**config.mk**
```make
export PLATFORM = sky130hd
export DESIGN_NAME = iq_decim_acc
export DESIGN_NICKNAME = d
export VERILOG_FILES = /design/src/rtl/iq_acc_lane.sv /design/src/rtl/iq_decim_acc.sv
export SDC_FILE = /design/constraint.sdc
export NUM_CORES = 1
export LEC_CHECK = 0
export BUFFER_PORTS_ARGS = -buffer_cell sky130_fd_sc_hd__buf_2
export CAP_MARGIN = 15
export CORE_ASPECT_RATIO = 0.9
export CORE_MARGIN = 2
export CORE_UTILIZATION = 45
export CTS_BUF_LIST = sky130_fd_sc_hd__clkbuf_16
export CTS_CLUSTER_SIZE = 14
export DETAILED_ROUTE_END_ITERATION = 7
export GPL_ROUTABILITY_DRIVEN = 0
export GPL_TIMING_DRIVEN = 1
export SLEW_MARGIN = 20
export SYNTH_ARGS = -nofsm -noshare
export SYNTH_HDL_FRONTEND = slang
export SYNTH_SLANG_ARGS = --single-unit
```
**constraint.sdc**
```tcl
create_clock -name clk -period 5 [get_ports clk]
set_input_delay 1 -clock clk [delete_from_list [all_inputs] [get_ports clk]]
set_output_delay 1 -clock clk [all_outputs]
set_load 0.02 [all_outputs]
```
**src/rtl/iq_acc_lane.sv**
```systemverilog
// iq_acc_lane: one boxcar accumulator lane of the I/Q decimator.
// Loads or adds a sign-extended sample into an aw-bit accumulator, and on
// capture registers the arithmetically right-shifted, saturated result.
//   clk      system clock, rising edge
//   rst_n    asynchronous active-low reset
//   i_load   replace accumulator with sext(i_din)
//   i_add    add sext(i_din) to accumulator
//   i_clr    clear accumulator (lowest priority)
//   i_cap    register shifted/saturated accumulator result on o_word/o_sat
//   i_shift  arithmetic right shift 0..15
//   i_din    signed input sample
//   o_word   signed saturated output word (held between captures)
//   o_sat    1 for the cycle after a capture that clipped
module iq_acc_lane #(
    parameter int dw = 20,
    parameter int ow = 22,
    parameter int aw = 28
) (
    input  logic                 clk,
    input  logic                 rst_n,
    input  logic                 i_load,
    input  logic                 i_add,
    input  logic                 i_clr,
    input  logic                 i_cap,
    input  logic [3:0]           i_shift,
    input  logic signed [dw-1:0] i_din,
    output logic signed [ow-1:0] o_word,
    output logic                 o_sat
);

    localparam logic signed [aw-1:0] C_MAX = {{(aw-ow+1){1'b0}}, {(ow-1){1'b1}}};
    localparam logic signed [aw-1:0] C_MIN = {{(aw-ow+1){1'b1}}, {(ow-1){1'b0}}};

    // MSB of the result flags a clip; low ow bits are the output word.
    function automatic logic [ow:0] f_sat(input logic signed [aw-1:0] v);
        if (v > C_MAX)
            return {1'b1, C_MAX[ow-1:0]};
        else if (v < C_MIN)
            return {1'b1, C_MIN[ow-1:0]};
        else
            return {1'b0, v[ow-1:0]};
    endfunction

    logic signed [aw-1:0] r_acc;
    logic signed [ow-1:0] r_word;
    logic                 r_sat;
    logic signed [aw-1:0] w_sext;
    logic signed [aw-1:0] w_next;
    logic signed [aw-1:0] w_shifted;
    logic [ow:0]          w_sat_word;

    assign w_sext = {{(aw-dw){i_din[dw-1]}}, i_din};

    always_comb begin
        w_next = r_acc;
        if (i_load)
            w_next = w_sext;
        else if (i_add)
            w_next = r_acc + w_sext;
        else if (i_clr)
            w_next = '0;
    end

    // Capture uses the post-update value so the sample arriving on the
    // completing cycle is included.
    assign w_shifted  = w_next >>> i_shift;
    assign w_sat_word = f_sat(w_shifted);

    always_ff @(posedge clk or negedge rst_n) begin
        if (!rst_n) begin
            r_acc  <= '0;
            r_word <= '0;
            r_sat  <= 1'b0;
        end else begin
            r_acc <= w_next;
            r_sat <= i_cap & w_sat_word[ow];
            if (i_cap)
                r_word <= w_sat_word[ow-1:0];
        end
    end

    assign o_word = r_word;
    assign o_sat  = r_sat;

endmodule

```
**src/rtl/iq_decim_acc.sv**
```systemverilog
// iq_decim_acc: decimating boxcar averager for interleaved I/Q samples.
// Accumulates N complex pairs (I cycle then Q cycle), then presents the
// shifted and saturated I and Q sums with a one-cycle strobe.
//   clk     system clock, rising edge
//   rst_n   asynchronous active-low reset
//   iq      1 = I sample on din, 0 = Q sample
//   din     signed interleaved sample
//   decim   pairs per output N (0 treated as 1), latched at window open
//   shift   arithmetic right shift, latched at window open
//   i_out   signed decimated I (held between strobes)
//   q_out   signed decimated Q (held between strobes)
//   strobe  one-cycle pulse when i_out/q_out update
//   sat     1 with strobe if either output clipped
//   err     sticky framing error (iq repeated inside a window)
module iq_decim_acc #(
    parameter int dw = 20,
    parameter int ow = 22,
    parameter int nw = 8,
    parameter int aw = dw + nw
) (
    input  logic                 clk,
    input  logic                 rst_n,
    input  logic                 iq,
    input  logic signed [dw-1:0] din,
    input  logic [nw-1:0]        decim,
    input  logic [3:0]           shift,
    output logic signed [ow-1:0] i_out,
    output logic signed [ow-1:0] q_out,
    output logic                 strobe,
    output logic                 sat,
    output logic                 err
);

    logic          r_active;
    logic          r_prev_iq;
    logic [nw-1:0] r_cnt;
    logic [nw-1:0] r_n;
    logic [3:0]    r_shift;
    logic          r_strobe;
    logic          r_err;

    logic w_proto_err;
    logic w_open;
    logic w_i_add;
    logic w_q_step;
    logic w_q_load;
    logic w_q_add;
    logic w_last;
    logic w_done;
    logic w_sat_i;
    logic w_sat_q;

    assign w_proto_err = r_active & (iq == r_prev_iq);
    // A repeated I inside a window both aborts it and opens a fresh one.
    assign w_open      = iq & (~r_active | w_proto_err);
    assign w_i_add     = iq & r_active & ~w_proto_err;
    assign w_q_step    = ~iq & r_active & ~w_proto_err;
    assign w_q_load    = w_q_step & (r_cnt == '0);
    assign w_q_add     = w_q_step & (r_cnt != '0);
    assign w_last      = (r_cnt == r_n - nw'(1));
    assign w_done      = w_q_step & w_last;

    always_ff @(posedge clk or negedge rst_n) begin
        if (!rst_n) begin
            r_active  <= 1'b0;
            r_prev_iq <= 1'b0;
            r_cnt     <= '0;
            r_n       <= '0;
            r_shift   <= '0;
            r_strobe  <= 1'b0;
            r_err     <= 1'b0;
        end else begin
            r_prev_iq <= iq;
            r_strobe  <= w_done;
            if (w_proto_err)
                r_err <= 1'b1;

            if (w_open) begin
                r_active <= 1'b1;
                r_cnt    <= '0;
                r_n      <= (decim == '0) ? nw'(1) : decim;
                r_shift  <= shift;
            end else if (w_proto_err) begin
                r_active <= 1'b0;
                r_cnt    <= '0;
            end else if (w_q_step) begin
                if (w_done) begin
                    r_active <= 1'b0;
                    r_cnt    <= '0;
                end else begin
                    r_cnt <= r_cnt + nw'(1);
                end
            end
        end
    end

    iq_acc_lane #(.dw(dw), .ow(ow), .aw(aw)) u_lane_i (
        .clk     (clk),
        .rst_n   (rst_n),
        .i_load  (w_open),
        .i_add   (w_i_add),
        .i_clr   (w_proto_err),
        .i_cap   (w_done),
        .i_shift (r_shift),
        .i_din   (din),
        .o_word  (i_out),
        .o_sat   (w_sat_i)
    );

    iq_acc_lane #(.dw(dw), .ow(ow), .aw(aw)) u_lane_q (
        .clk     (clk),
        .rst_n   (rst_n),
        .i_load  (w_q_load),
        .i_add   (w_q_add),
        .i_clr   (w_proto_err),
        .i_cap   (w_done),
        .i_shift (r_shift),
        .i_din   (din),
        .o_word  (q_out),
        .o_sat   (w_sat_q)
    );

    assign strobe = r_strobe;
    assign sat    = w_sat_i | w_sat_q;
    assign err    = r_err;

endmodule

```
==> flow_results.org, run 1 <==
** Run status
- Run status :: finished, final reports clean

** Floorplanning
- The die covers 28100 um^2.
- Chip Height :: 159 um
- The initial utilization of the core area, before any placement, comes to 46.0%.
- IO Pins :: 82
- Placeable core area :: 26200 um^2
- Std-Cell Rows :: 56
- Measured along the x axis, the die boundary spans 177 um.

** Critical path
- STA puts the critical path data required time at 5.36 ns.
- For this design, the slowest cell found on the critical path is or4_1.
- Of all nets on the critical path, the largest fanout is 12.
- The worst register-to-register path ends at u_lane_q.o_word[0].
- Together, buffers and inverters on the worst path number 2.
- STA classifies the critical path startpoint as a primary input.
- Flop-to-flop setup slack :: 0.62 ns
- CP endpoint kind :: flop
- Critical Path, Cell by Cell :: buf_2 > ha_1 > inv_1 > fa_1 > and2b_1 > o2111ai_1 > a21bo_1 > a21o_1 > nand2_1 > mux2_2 > nor3_1 > o32ai_1 > o31ai_2 > a21oi_2 > or4_1 > a21oi_1
- R2R cell count :: 14
- By startpoint and endpoint, the worst setup path is classified as primary input to flop.
- On the worst path, the slowest cell contributes a delay of 0.55 ns.
- Crit Reg-Reg Startpoint :: r_cnt[0]
- Data arrives at the worst endpoint at 4.94 ns.
- Delay-heaviest family, CP :: compound AO/OA/AOI/OAI gates

** Min path
- Min-delay worst type :: flop to flop
- Startpoint of the lowest-slack hold path :: err
- Number of cells on the worst hold path :: 1
- For hold timing, the worst endpoint is err.

** Clock tree
- H-tree levels :: 4
- CTS Root Cell :: clkbuf_16
- Cts bufs inserted :: 17
- TritonCTS built the clock tree.
- Clock-pin slew was measured on the worst setup and hold paths at 0.07 ns.
- Total of hold buffers inserted after clock tree synthesis :: 0
- The longest clock path from root to sink contains 2 buffers.
- The clock net in this run drives a total of 126 sinks.
- Buffers added to address setup during post-CTS repair amount to 0.
- Number of gates resized after CTS :: 0
- Clock insertion delay at the later pin of the skew report :: 0.43 ns

** Detailed routing
- After detailed routing, the number of vias per cell comes to 6.30.
- The count of nets left with antenna violations once routing finished came out at 0.
- Dividing the detail-routed wire length by the instance count gives 21.2 um.
- Final wirelength :: 41100 um
- Count of routing violations after the opening detailed-route iteration :: 1243
- The routed layout has 12.2k vias.
- Remaining design rule violation count :: 0
- The first detailed-routing pass took 6 iterations.

** GRT
- Largest net degree at the start of global routing :: 96
- Residual overflow from global routing :: 0
- First-pass GRT wire length :: 65200 um
- Initial antenna violation count :: 0
- Global routing used 29.3% of the available tracks across all layers.
- The via count of the first global-routing pass came to 11.8k.

** STA
- Across the routed clock network, the largest skew measured is 0.0124 ns.
- Unrepaired setup endpoints after global routing :: false
- After layout, the worst path uses 91.7% of the clock period.
- In this run the tightest slew margin relative to its limit is 32.0%.
- The hold violation count in the final report was 0.
- In the final timing run, aggregate negative setup slack is 0 ns.
- Fmax achieved :: 218 MHz
- In the post-route analysis, the smallest setup slack over all paths is 0.415 ns.
- Slew Viols, Final :: 0
- Least-Margin Pin Slew :: 1.02 ns
- Setup violations remaining at the end of the flow were counted as 0.
- For the finished layout, the period the worst path requires is 4.59 ns.

** Synthesis
- Most used flip-flop cell after synthesis :: dfrtp_1
- Mean post-synth cell area :: 7.95 um^2
- Yosys cell types :: 106
- Synthesis handed over a netlist of 1518 instances.
- Counting flops and latches in the post-synthesis netlist gives 126.
- Sequential cell area fraction in the yosys report :: 26.1%
- Total nets after synthesis :: 1612
- Syn. warnings :: 0
- Mapped cell area :: 12100 um^2
- Number of enable flip-flop cells after synthesis :: 0
- Fraction of synthesis flops using an asynchronous set or reset pin :: 100%

** Place
- Including well taps, the total number of placed cells is 1906.
- Post-detailed-placement half-perimeter wirelength :: 31100 um
- Quantity of I/O buffers inserted on ports :: 81
- Timing analysis after detailed placement gives a worst setup slack of 0.0470 ns.

** Layout
- Fill cells in the final layout number 2548.
- Final cell utilization of the core :: 51.5%
- The area growth from synthesis to layout is 11.8%.
- Final #Nets :: 1671
- Inserted Diodes :: 0
- Post-layout instance count excluding filler cells :: 1938
- Cells with a size suffix above 1 make up 17.2% of the layout.

** Pwr
- Power density of the placed cells :: 418 nW/um^2
- For this design the static power due to leakage is 6.18 nW.
- Power comes to 0.00564 W.
- Worst supply voltage drop on vdd :: 240 uV

** Flow run
- Across the run, the number of max-cap violations was 0.
-- where the power goes --
part	switching, W	leakage [nW]	internal (W)
Combinational	0.00189	4.28	0.00114
Sequential	0.000146	1.64	0.00122
Clock	0.000544	0.270	0.000691
-- how the worst max path moves through the flow --
stage | from | to | slack, ns | depth (start not counted)
2_1_floorplan | din[0] | u_lane_q.o_word[13] | 0.53 | 16
3_3_place_gp | din[0] | u_lane_q.o_word[2] | 0.12 | 16
3_5_place_dp | din[0] | u_lane_q.o_word[2] | 0.05 | 16
4_1_cts | din[0] | u_lane_q.o_word[2] | 0.48 | 16
5_1_grt | din[0] | u_lane_i.o_word[2] | 0.07 | 17
6_report | din[0] | u_lane_q.o_word[2] | 0.41 | 16
-- placed cells by master, fill, tap and decap left out, types with 46 or more instances in the layout --
cell type and count:
nand3_1 46, buf_4 58, a21oi_1 161, dfrtp_1 126
ha_1 57, mux2i_1 58, inv_1 59, nor2_1 147
nand2_1 174, buf_2 80, o21ai_0 94
-- registers in the layout, summed over array words and instances, names as in the netlist --
signal	flops
err	1
r_active	1
r_cnt	8
r_n	8
r_prev_iq	1
r_shift	4
strobe	1
u_lane_i.o_sat	1
u_lane_i.o_word	22
u_lane_i.r_acc	28
u_lane_q.o_sat	1
u_lane_q.o_word	22
u_lane_q.r_acc	28
-- synth_stat cells, drive strengths merged (6+ instances only) --
library cell  instances  share of area [%]
nor2                147                4.6
o221ai                6               0.44
buf                  36                1.6
nand2               177                5.7
ha                   57                5.9
nor3                 33                1.4
mux2i                59                5.0
xnor2                19                1.4
nand2b                9               0.47
o21a                 14               0.87
or2                  10               0.54
or4                   8               0.53
nand4                18               0.99
mux4                 18                3.4
a31oi                18               0.93
mux2                 30                2.8
o311ai                6               0.50
o21ai               102                4.2
or3                  22                1.1
and3                 20                1.1
a2111oi               6               0.50
and2                 11               0.58
dfrtp               126                 26
o31ai                12               0.79
a222oi                9               0.75
a311oi                9               0.85
nand3b                6               0.37
a21oi               169                7.2
o211ai               21                1.4
clkbuf               63                2.0
a21o                 19                1.2
o2111ai               8               0.58
nand3                47                2.0
inv                  63                2.0
nor4                 12               0.75
xor2                 18                1.3
a211oi               16                1.1
-- cell families after synthesis --
| logic type | after synthesis | synth area share [%] |
|---|---|---|
| AND/OR/NAND/NOR | 537 | 21.3 |
| AO/OA/AOI/OAI | 488 | 27.0 |
| XOR/XNOR | 37 | 2.69 |
| multiplexers | 107 | 11.2 |
| adder cells (fa/ha/maj) | 59 | 6.24 |
| buffers and inverters | 164 | 5.56 |
| flip-flops | 126 | 26.1 |
-- per-stage QoR --
stage               cell area (um^2)  hold slack (ns)
floorplan                      12100            0.501
global placement               12900            0.445
detailed placement             12900            0.451
CTS                            13500            0.466
global route                   13500            0.514
finish                         13500            0.466
-- layout make-up --
type,count,area (um^2),share of cell area [%]
sequential,126,3150,23.4
multi-input combinational,1228,8250,61.1
clock buffer,17,425,3.15
clock inverter,15,135,1.00
inverter,65,245,1.82
timing repair buffer,139,847,6.28
tap,348,435,3.23
-- layer usage --
metal  wire length (um)  up-vias  share of wire, %  GRT usage, %
li1                   -     5751                 -             -
met1              17700     5862                43          39.8
met2              18700      515                46          45.4
met3               3470       74               8.4          6.73
met4               1160        0               2.8          10.7
met5                  0        -                 0             0
No activity file was read; power rests on OpenSTA's default activity.
==> inputs of run 2 (changes only) <==
--- a/config.mk
+++ b/config.mk
@@ -7,2 +7,3 @@
 export LEC_CHECK = 0
+export ABC_CLOCK_PERIOD_IN_PS = 5000
 export BUFFER_PORTS_ARGS = -buffer_cell sky130_fd_sc_hd__buf_2
==> constraint.sdc (replaced) <==
create_clock -name clk -period 5 [get_ports clk]
set_input_delay 0.5 -clock clk [delete_from_list [all_inputs] [get_ports clk]]
set_output_delay 0.5 -clock clk [all_outputs]
set_load 0.02 [all_outputs]
==> run 2 against run 1 <==
Compared with the run above:
- sequential share of layout area rose by 0.27 points
- final cell count fell by 1.4%
- fmax increased by 1.6%
- routed wire length shrank 0.78%
- critical path type is now flop to flop
- critical endpoint is now u_lane_i.o_word[1]
- design area fell by 1.1%
- highest routed layer unchanged
- largest power group unchanged
==> flow_results.org, run 2 (same netlist as run 1, synthesis figures left out) <==
** Clock tree
- The maximum clock insertion buffer count is 2 (unchanged).
- Cts bufs inserted :: 17 (unchanged)
- Clock insertion delay at the later pin of the skew report :: 0.43 ns (about the same)
- The count of instances resized after the clock tree is built is 0 (unchanged).
- The number of H-tree levels is 4 (unchanged).
- CTS tree :: yes (unchanged)
- The number of buffers inserted by hold repair at cts was 0 (unchanged).
- The clock root buffer master was clkbuf_16 (unchanged).
- The number of sinks handled by clock tree synthesis came to 126 (unchanged).
- The clock-pin slew on the worst setup and hold paths was 0.07 ns (about the same).
- The post-CTS setup buffer count is 0 (unchanged).

** STA
- Number of hold-slack violations in the final timing report :: 0 (unchanged)
- The final setup violation count was 0 (unchanged).
- Fmax achieved :: 221 MHz (was 218 MHz)
- Slew Viols, Final :: 0 (unchanged)
- The minimum clock period came to 4.52 ns (was 4.59 ns).
- The setup TNS after final layout was 0 ns (unchanged).
- The final clock period utilization by the worst path came to 90.3% (was 91.7%).
- Slew headroom :: 43.8% (was 32.0%)
- Unrepaired setup endpoints after global routing: false (unchanged).
- The worst-case clock skew came to 0.0128 ns (was 0.0124 ns).
- Least-Margin Pin Slew :: 0.842 ns (was 1.02 ns)

** Place
- The cell total after placement came to 1879 (was 1906).
- The detailed placement HPWL was 30400 um (was 31100 um).
- Quantity of I/O buffers inserted on ports :: 81 (unchanged)

** Critical path
- The maximum fanout along the worst path is 20 (was 12).
- R2R cell count :: 15 (was 14)
- The required time at the endpoint of the critical path came to 5.29 ns (was 5.36 ns).
- Startpoint class of the critical path :: flop (was primary input)
- The start-to-end type of the worst setup path is flop to flop (was primary input to flop).
- Crit Reg-Reg Startpoint :: u_lane_i.r_acc[0] (was r_cnt[0])
- Flop-to-flop setup slack :: 0.48 ns (was 0.62 ns)
- The category of the worst setup path capture point is a flop (unchanged).
- The worst path arrival time came to 4.80 ns (was 4.94 ns).
- The capturing point of the worst reg2reg path is u_lane_i.o_word[1] (was u_lane_q.o_word[0]).

** Detailed routing
- The total number of vias came to 12.2k (about the same).
- Remaining design rule violation count :: 0 (unchanged)
- Total iterations of the first detailed-routing run :: 6 (unchanged)
- Count of routing violations after the opening detailed-route iteration :: 1255 (was 1243)
- Vias/cell :: 6.37 (was 6.30)
- Final wirelength :: 40800 um (was 41100 um)
- The count of nets left with antenna violations after detail routing was 0 (unchanged).
- The average detailed-routed wire length per instance was 21.4 um (was 21.2 um).

** Layout
- Area of the multi-input gates :: 8250 um^2 (about the same)
- The sequential standard cell area came to 3150 um^2 (unchanged).
- The leading cell type in the layout, fill and taps excluded is nand2_1 (unchanged).
- The number of fill cells is 2571 (was 2548).
- Commonest cells after routing, fill and taps aside: nand2_1 (174), a21oi_1 (161), nor2_1 (146) (was nand2_1 (174), a21oi_1 (161), nor2_1 (147)).
- Largest registers ranked by flip-flop count: u_lane_i.r_acc (28), u_lane_q.r_acc (28) (unchanged).
- The signed area change from the synthesized netlist to the final layout is 10.6% (was 11.8%).
- Post-layout instance count excluding filler cells :: 1910 (was 1938)
- Fraction of final layout cells sized beyond drive strength 1 :: 15.9% (was 17.2%)
- The diode insertion count for antenna repair is 0 (unchanged).
- The final net count came to 1644 (was 1671).

** Floorplanning
- The die boundary width came to 177 um (unchanged).
- The die outline area came to 28100 um^2 (unchanged).
- The number of top-level pins was 82 (unchanged).
- Std-Cell Rows :: 56 (unchanged)
- Chip Height :: 159 um (unchanged)
- The starting utilization of the core area was 46.0% (unchanged).
- Placeable core area :: 26200 um^2 (unchanged)

** Pwr
- The cell-internal power is 0.00310 W (was 0.00305 W).
- The part of the power in the clock network was 23.8% (was 21.9%).
- Power density of the placed cells :: 427 nW/um^2 (was 418 nW/um^2)
- The power spent charging and discharging nets came to 0.00259 W (was 0.00258 W).
- The peak supply drop was 231 uV (was 240 uV).
- Sw Ratio :: 45.5% (was 45.8%)
- LEAKAGE :: 6.07 nW (was 6.18 nW)
- Power share of the sequential group :: 24.0% (was 24.3%)
- The combinational group share of total power came to 52.2% (was 53.8%).

** GRT
- The number of antenna violations at the first check in global routing was 1 (was 0).
- The total overflow reported by the global router is 0 (unchanged).
- The wire length of the first global-routing pass is 64600 um (was 65200 um).
- The largest net degree at the start of global routing is 83 (was 96).
- Vias in the first global route :: 11.4k (was 11.8k)
- The aggregate global-route resource usage is 29.0% (was 29.3%).

** Run status
- Run status :: finished, final reports clean (unchanged)

** Flow run
- The reported max-cap violation count came to 0 (unchanged).

** Min path
- Min-delay worst type :: primary input to async pin (was flop to flop)
run 2: cell types whose count changed in the layout (fill, tap and decap cells not counted), sizes merged:
cell,previous run,this run
buf,139,112
bufinv,1,3
clkinv,5,3
inv,71,70
run 2: cell type report:
cell class	instances	share of cell area [%]
clock buffers	17	3.19
clock inverters	14	1.36
inverters	65	1.84
multi-input cells	1228	61.9
flip-flops and latches	126	23.6
well taps	348	3.26
repair buffers	112	4.83
run 2: critical path: stages, from the launching register on:
cell       delay [ns]
dfrtp_1          0.38
ha_1             0.20
inv_1            0.08
fa_1             0.20
nor2b_1          0.08
o211a_1          0.28
o31a_1           0.34
o311ai_2         0.27
a2111oi_0        0.15
a31oi_1          0.36
nand2_1          0.15
mux4_2           0.54
o32a_1           0.24
o41ai_2          0.46
and2_2           0.48
a21oi_1          0.14
run 2: per-layer routing:
layer  up-vias  global-route usage [%]  routed length [um]
met5         -                       0                   0
met4         0                    8.68                1030
met3        75                    4.54                3030
met2       498                    45.8               18700
met1      5894                    40.9               18000
li1       5697                       -                   -
run 2: power by group through the flow:
stage,logic [W],registers (W),clock network [W]
after floorplan,0.00202,0.00145,0
after global placement,0.00288,0.00138,0
after detailed placement,0.00290,0.00138,0
after CTS,0.00292,0.00136,0.00137
after global routing,0.00323,0.00139,0.00141
final,0.00297,0.00137,0.00136
run 2: how the worst max path moves through the flow:
stage	from	to	slack, ns	cells after the start
finish	u_lane_i.r_acc[0]	u_lane_i.o_word[1]	0.48	15
global route	u_lane_q.r_acc[0]	u_lane_q.o_word[14]	0.19	16
CTS	u_lane_q.r_acc[0]	u_lane_q.o_word[16]	0.57	16
detailed placement	din[0]	u_lane_q.o_word[19]	0.32	17
global placement	din[0]	u_lane_q.o_word[19]	0.40	17
floorplan	din[0]	u_lane_q.o_word[13]	1.03	16
run 2: metrics by stage:
stage / hold WS, ns / cell area, um^2 / setup slack, ns / util (%) / total power, W
2_1_floorplan: 0.204 / 12100 / 1.03 / - / 0.00347
3_3_place_gp: 0.444 / 12700 / 0.402 / 48.6 / 0.00426
3_5_place_dp: 0.452 / 12700 / 0.318 / 48.6 / 0.00428
4_1_cts: 0.170 / 13300 / 0.567 / 50.9 / 0.00565
5_1_grt: 0.185 / 13300 / 0.192 / 50.9 / 0.00604
6_report: 0.107 / 13300 / 0.485 / 50.9 / 0.00569
==> inputs of run 3 (changes only) <==
CORE_UTILIZATION = 63   (was 45)
PLACE_DENSITY = 0.83   (was not set)
RECOVER_POWER = 25   (was not set)
==> run 3 against run 2 <==
Compared with the run above:
- the flow now finishes with violations (capacitance limit, slew limit)
- die area down 28%
- sequential power is essentially flat
- final cell count is 5.7% lower
- count of clock-buffer cells in the layout did not move
- combinational power is essentially flat
- via count up 5.2%
- global-route usage rose by 9.6 points
- hold slack improved by 0.17 ns
- register-to-register slack lost 0.03 ns
- first-iteration DRC count increased by 27%
- largest power group unchanged
==> flow_results.org, run 3 (same netlist as run 1, synthesis figures left out) <==
** Clock tree
- CTS tree :: yes (unchanged)
- Maximum clock path buffer count :: 2 (unchanged)
- Cts bufs inserted :: 17 (unchanged)
- The clock latency reported for the late side of the worst-skew pair is 0.44 ns (was 0.43 ns).
- Total setup buffers inserted after CTS :: 0 (unchanged)
- The number of sinks handled by clock tree synthesis came to 126 (unchanged).
- Number of gates resized after CTS :: 0 (unchanged)
- The number of buffers inserted by hold repair at cts came to 0 (unchanged).
- The clock root buffer master is clkbuf_16 (unchanged).
- The number of H-tree levels was 4 (unchanged).
- The clock-pin slew on the worst setup and hold paths was 0.07 ns (about the same).

** Detailed routing
- The number of DRC violations after detailed-routing iteration 0 was 1592 (was 1255).
- Total via count in the routed design :: 12.8k (was 12.2k)
- Remaining design rule violation count :: 0 (unchanged)
- Routed WL per cell :: 21.7 um (was 21.4 um)
- Total iterations of the first detailed-routing run :: 8 (was 6)
- Remaining antenna violation count :: 0 (unchanged)
- Final wirelength :: 39000 um (was 40800 um)
- The average via count per standard cell is 7.10 (was 6.37).

** Run status
- The checks that failed: capacitance limit, slew limit.
- Run status :: complete, but fails checks (was finished, final reports clean)

** STA
- Skew final :: 0.0118 ns (was 0.0128 ns)
- Least-Margin Pin Slew :: 4.02 ns (was 0.842 ns)
- The final setup violation count was 0 (unchanged).
- Slew headroom :: -168% (was 43.8%)
- Period utilisation layout :: 91.0% (was 90.3%)
- Post-Route Setup TNS :: 0 ns (unchanged)
- Number of hold-slack violations in the final timing report :: 0 (unchanged)
- Slew Viols, Final :: 86 (was 0)
- The fmax is 220 MHz (was 221 MHz).
- Min Tclk post-route :: 4.55 ns (was 4.52 ns)
- Unrepaired setup endpoints after global routing: false (unchanged).
- Worst hold margin :: 0.280 ns (was 0.107 ns)

** GRT
- First-pass GRT wire length :: 61700 um (was 64600 um)
- The aggregate global-route resource usage came to 38.6% (was 29.0%).
- The total overflow reported by the global router is 0 (unchanged).
- Initial antenna violation count :: 0 (was 1)
- Largest net degree at the start of global routing :: 86 (was 83)
- Vias in the first global route :: 11.8k (was 11.4k)

** Layout
- Area growth from synthesis to final layout :: 9.02% (was 10.6%)
- The leading cell type in the layout, fill and taps excluded was nand2_1 (unchanged).
- Inserted Diodes :: 0 (unchanged)
- Final cell utilization of the core :: 70.8% (was 50.9%)
- The share of post-route cells with drive strength above 1 is 15.5% (was 15.9%).
- Commonest cells after routing, fill and taps aside :: nand2_1 (174), a21oi_1 (161), nor2_1 (147) (was nand2_1 (174), a21oi_1 (161), nor2_1 (146))
- Largest registers ranked by flip-flop count: u_lane_i.r_acc (28), u_lane_q.r_acc (28) (unchanged).
- Final #Nets :: 1638 (was 1644)
- The post-route standard cell area excluding fillers is 13200 um^2 (was 13300 um^2).

** Critical path
- Startpoint class of the critical path :: flop (unchanged)
- Crit path arrival time :: 4.87 ns (was 4.80 ns)
- CP endpoint kind :: flop (unchanged)
- The launching point of the worst reg2reg path is r_cnt[0] (was u_lane_i.r_acc[0]).
- The required time at the endpoint of the critical path was 5.32 ns (was 5.29 ns).
- Maximum fanout along the worst path :: 16 (was 20)
- CP Launch Point :: r_cnt[0] (was u_lane_i.r_acc[0])
- Crit path kind :: flop to flop (unchanged)

** Pwr
- The total power draw is 0.00565 W (was 0.00569 W).
- Part of the total power dissipated in the clock network :: 23.2% (was 23.8%)
- LEAKAGE :: 6.05 nW (was 6.07 nW)
- The sequential fraction of design power was 24.4% (was 24.0%).
- Power density of the placed cells :: 430 nW/um^2 (was 427 nW/um^2)
- Combinational cell fraction of total power :: 52.3% (was 52.2%)
- Pint :: 0.00306 W (was 0.00310 W)
- Switching component of the power :: 0.00259 W (about the same)
- The proportion of total power due to net switching came to 45.9% (was 45.5%).
- Worst supply voltage drop on vdd :: 284 uV (was 231 uV)

** Place
- Placed standard-cell area :: 12600 um^2 (was 12700 um^2)
- Quantity of I/O buffers inserted on ports :: 81 (unchanged)
- The detailed placement HPWL came to 28100 um (was 30400 um).

** Flow run
- Max cap viols :: 1 (was 0)

** Floorplanning
- Chip Height :: 135 um (was 159 um)
- X dimension of the die :: 150 um (was 177 um)
- Die Outline Area :: 20300 um^2 (was 28100 um^2)
- Effective utilization at floorplan :: 64.9% (was 46.0%)
- The core footprint was 18600 um^2 (was 26200 um^2).
- The number of top-level pins is 82 (unchanged).
- The row count came to 47 (was 56).

** Min path
- Min-delay worst type :: primary input to flop (was primary input to async pin)
- Startpoint of the lowest-slack hold path :: decim[2]
## run 3: layer usage
layer	track usage [%]	part of all wire [%]
met4	19.4	5.4
met3	9.43	11
met1	50.3	38
met5	0	0
met2	60.2	45
## run 3: per-stage QoR
stage | setup slack, ns | cells
final | 0.450 | 1802
after global routing | 0.218 | 1802
after CTS | 0.652 | 1802
after detailed placement | 0.403 | 1770
after global placement | 0.492 | 1770
after floorplan | 1.03 | 1518
## run 3: final timing paths
path,endpoint,slack (ns),depth (start not counted)
max in group asynchronous,u_lane_i.o_word[21],1.07,1
worst max register to register,u_lane_q.o_word[16],0.45,14
min in group asynchronous,u_lane_i.r_acc[7],1.59,1
worst min register to register,err,0.47,1
worst min-delay path,r_n[2],0.28,3
worst max-delay path,u_lane_q.o_word[16],0.45,14
## run 3: critical path, cell delays in order, from the launching register on
cell	delay [ns]
dfrtp_1	0.44
inv_1	0.12
ha_1	0.16
nor3b_2	0.56
nand3_1	0.58
nor2_1	0.57
nor2_1	0.09
o311ai_0	0.17
nor3_1	0.16
o32ai_1	0.52
mux2i_1	0.18
o311ai_1	0.37
and2_1	0.18
buf_4	0.21
a21oi_1	0.10
## run 3: area by class of cell
class	instances	area (um^2)
Multi-Input combinational cell	1228	8250
Fill cell	1537	5430
Sequential cell	126	3150
Timing Repair Buffer	106	596
Clock buffer	17	425
Tap cell	245	307
Inverter	65	245
Clock inverter	15	176
## run 3: power by group through the flow
| stage | logic, W | clock network, W | registers (W) |
|---|---|---|---|
| 2_1_floorplan | 0.00202 | 0 | 0.00145 |
| 3_3_place_gp | 0.00276 | 0 | 0.00138 |
| 3_5_place_dp | 0.00282 | 0 | 0.00138 |
| 4_1_cts | 0.00286 | 0.00131 | 0.00137 |
| 5_1_grt | 0.00318 | 0.00136 | 0.00140 |
| 6_report | 0.00296 | 0.00131 | 0.00138 |
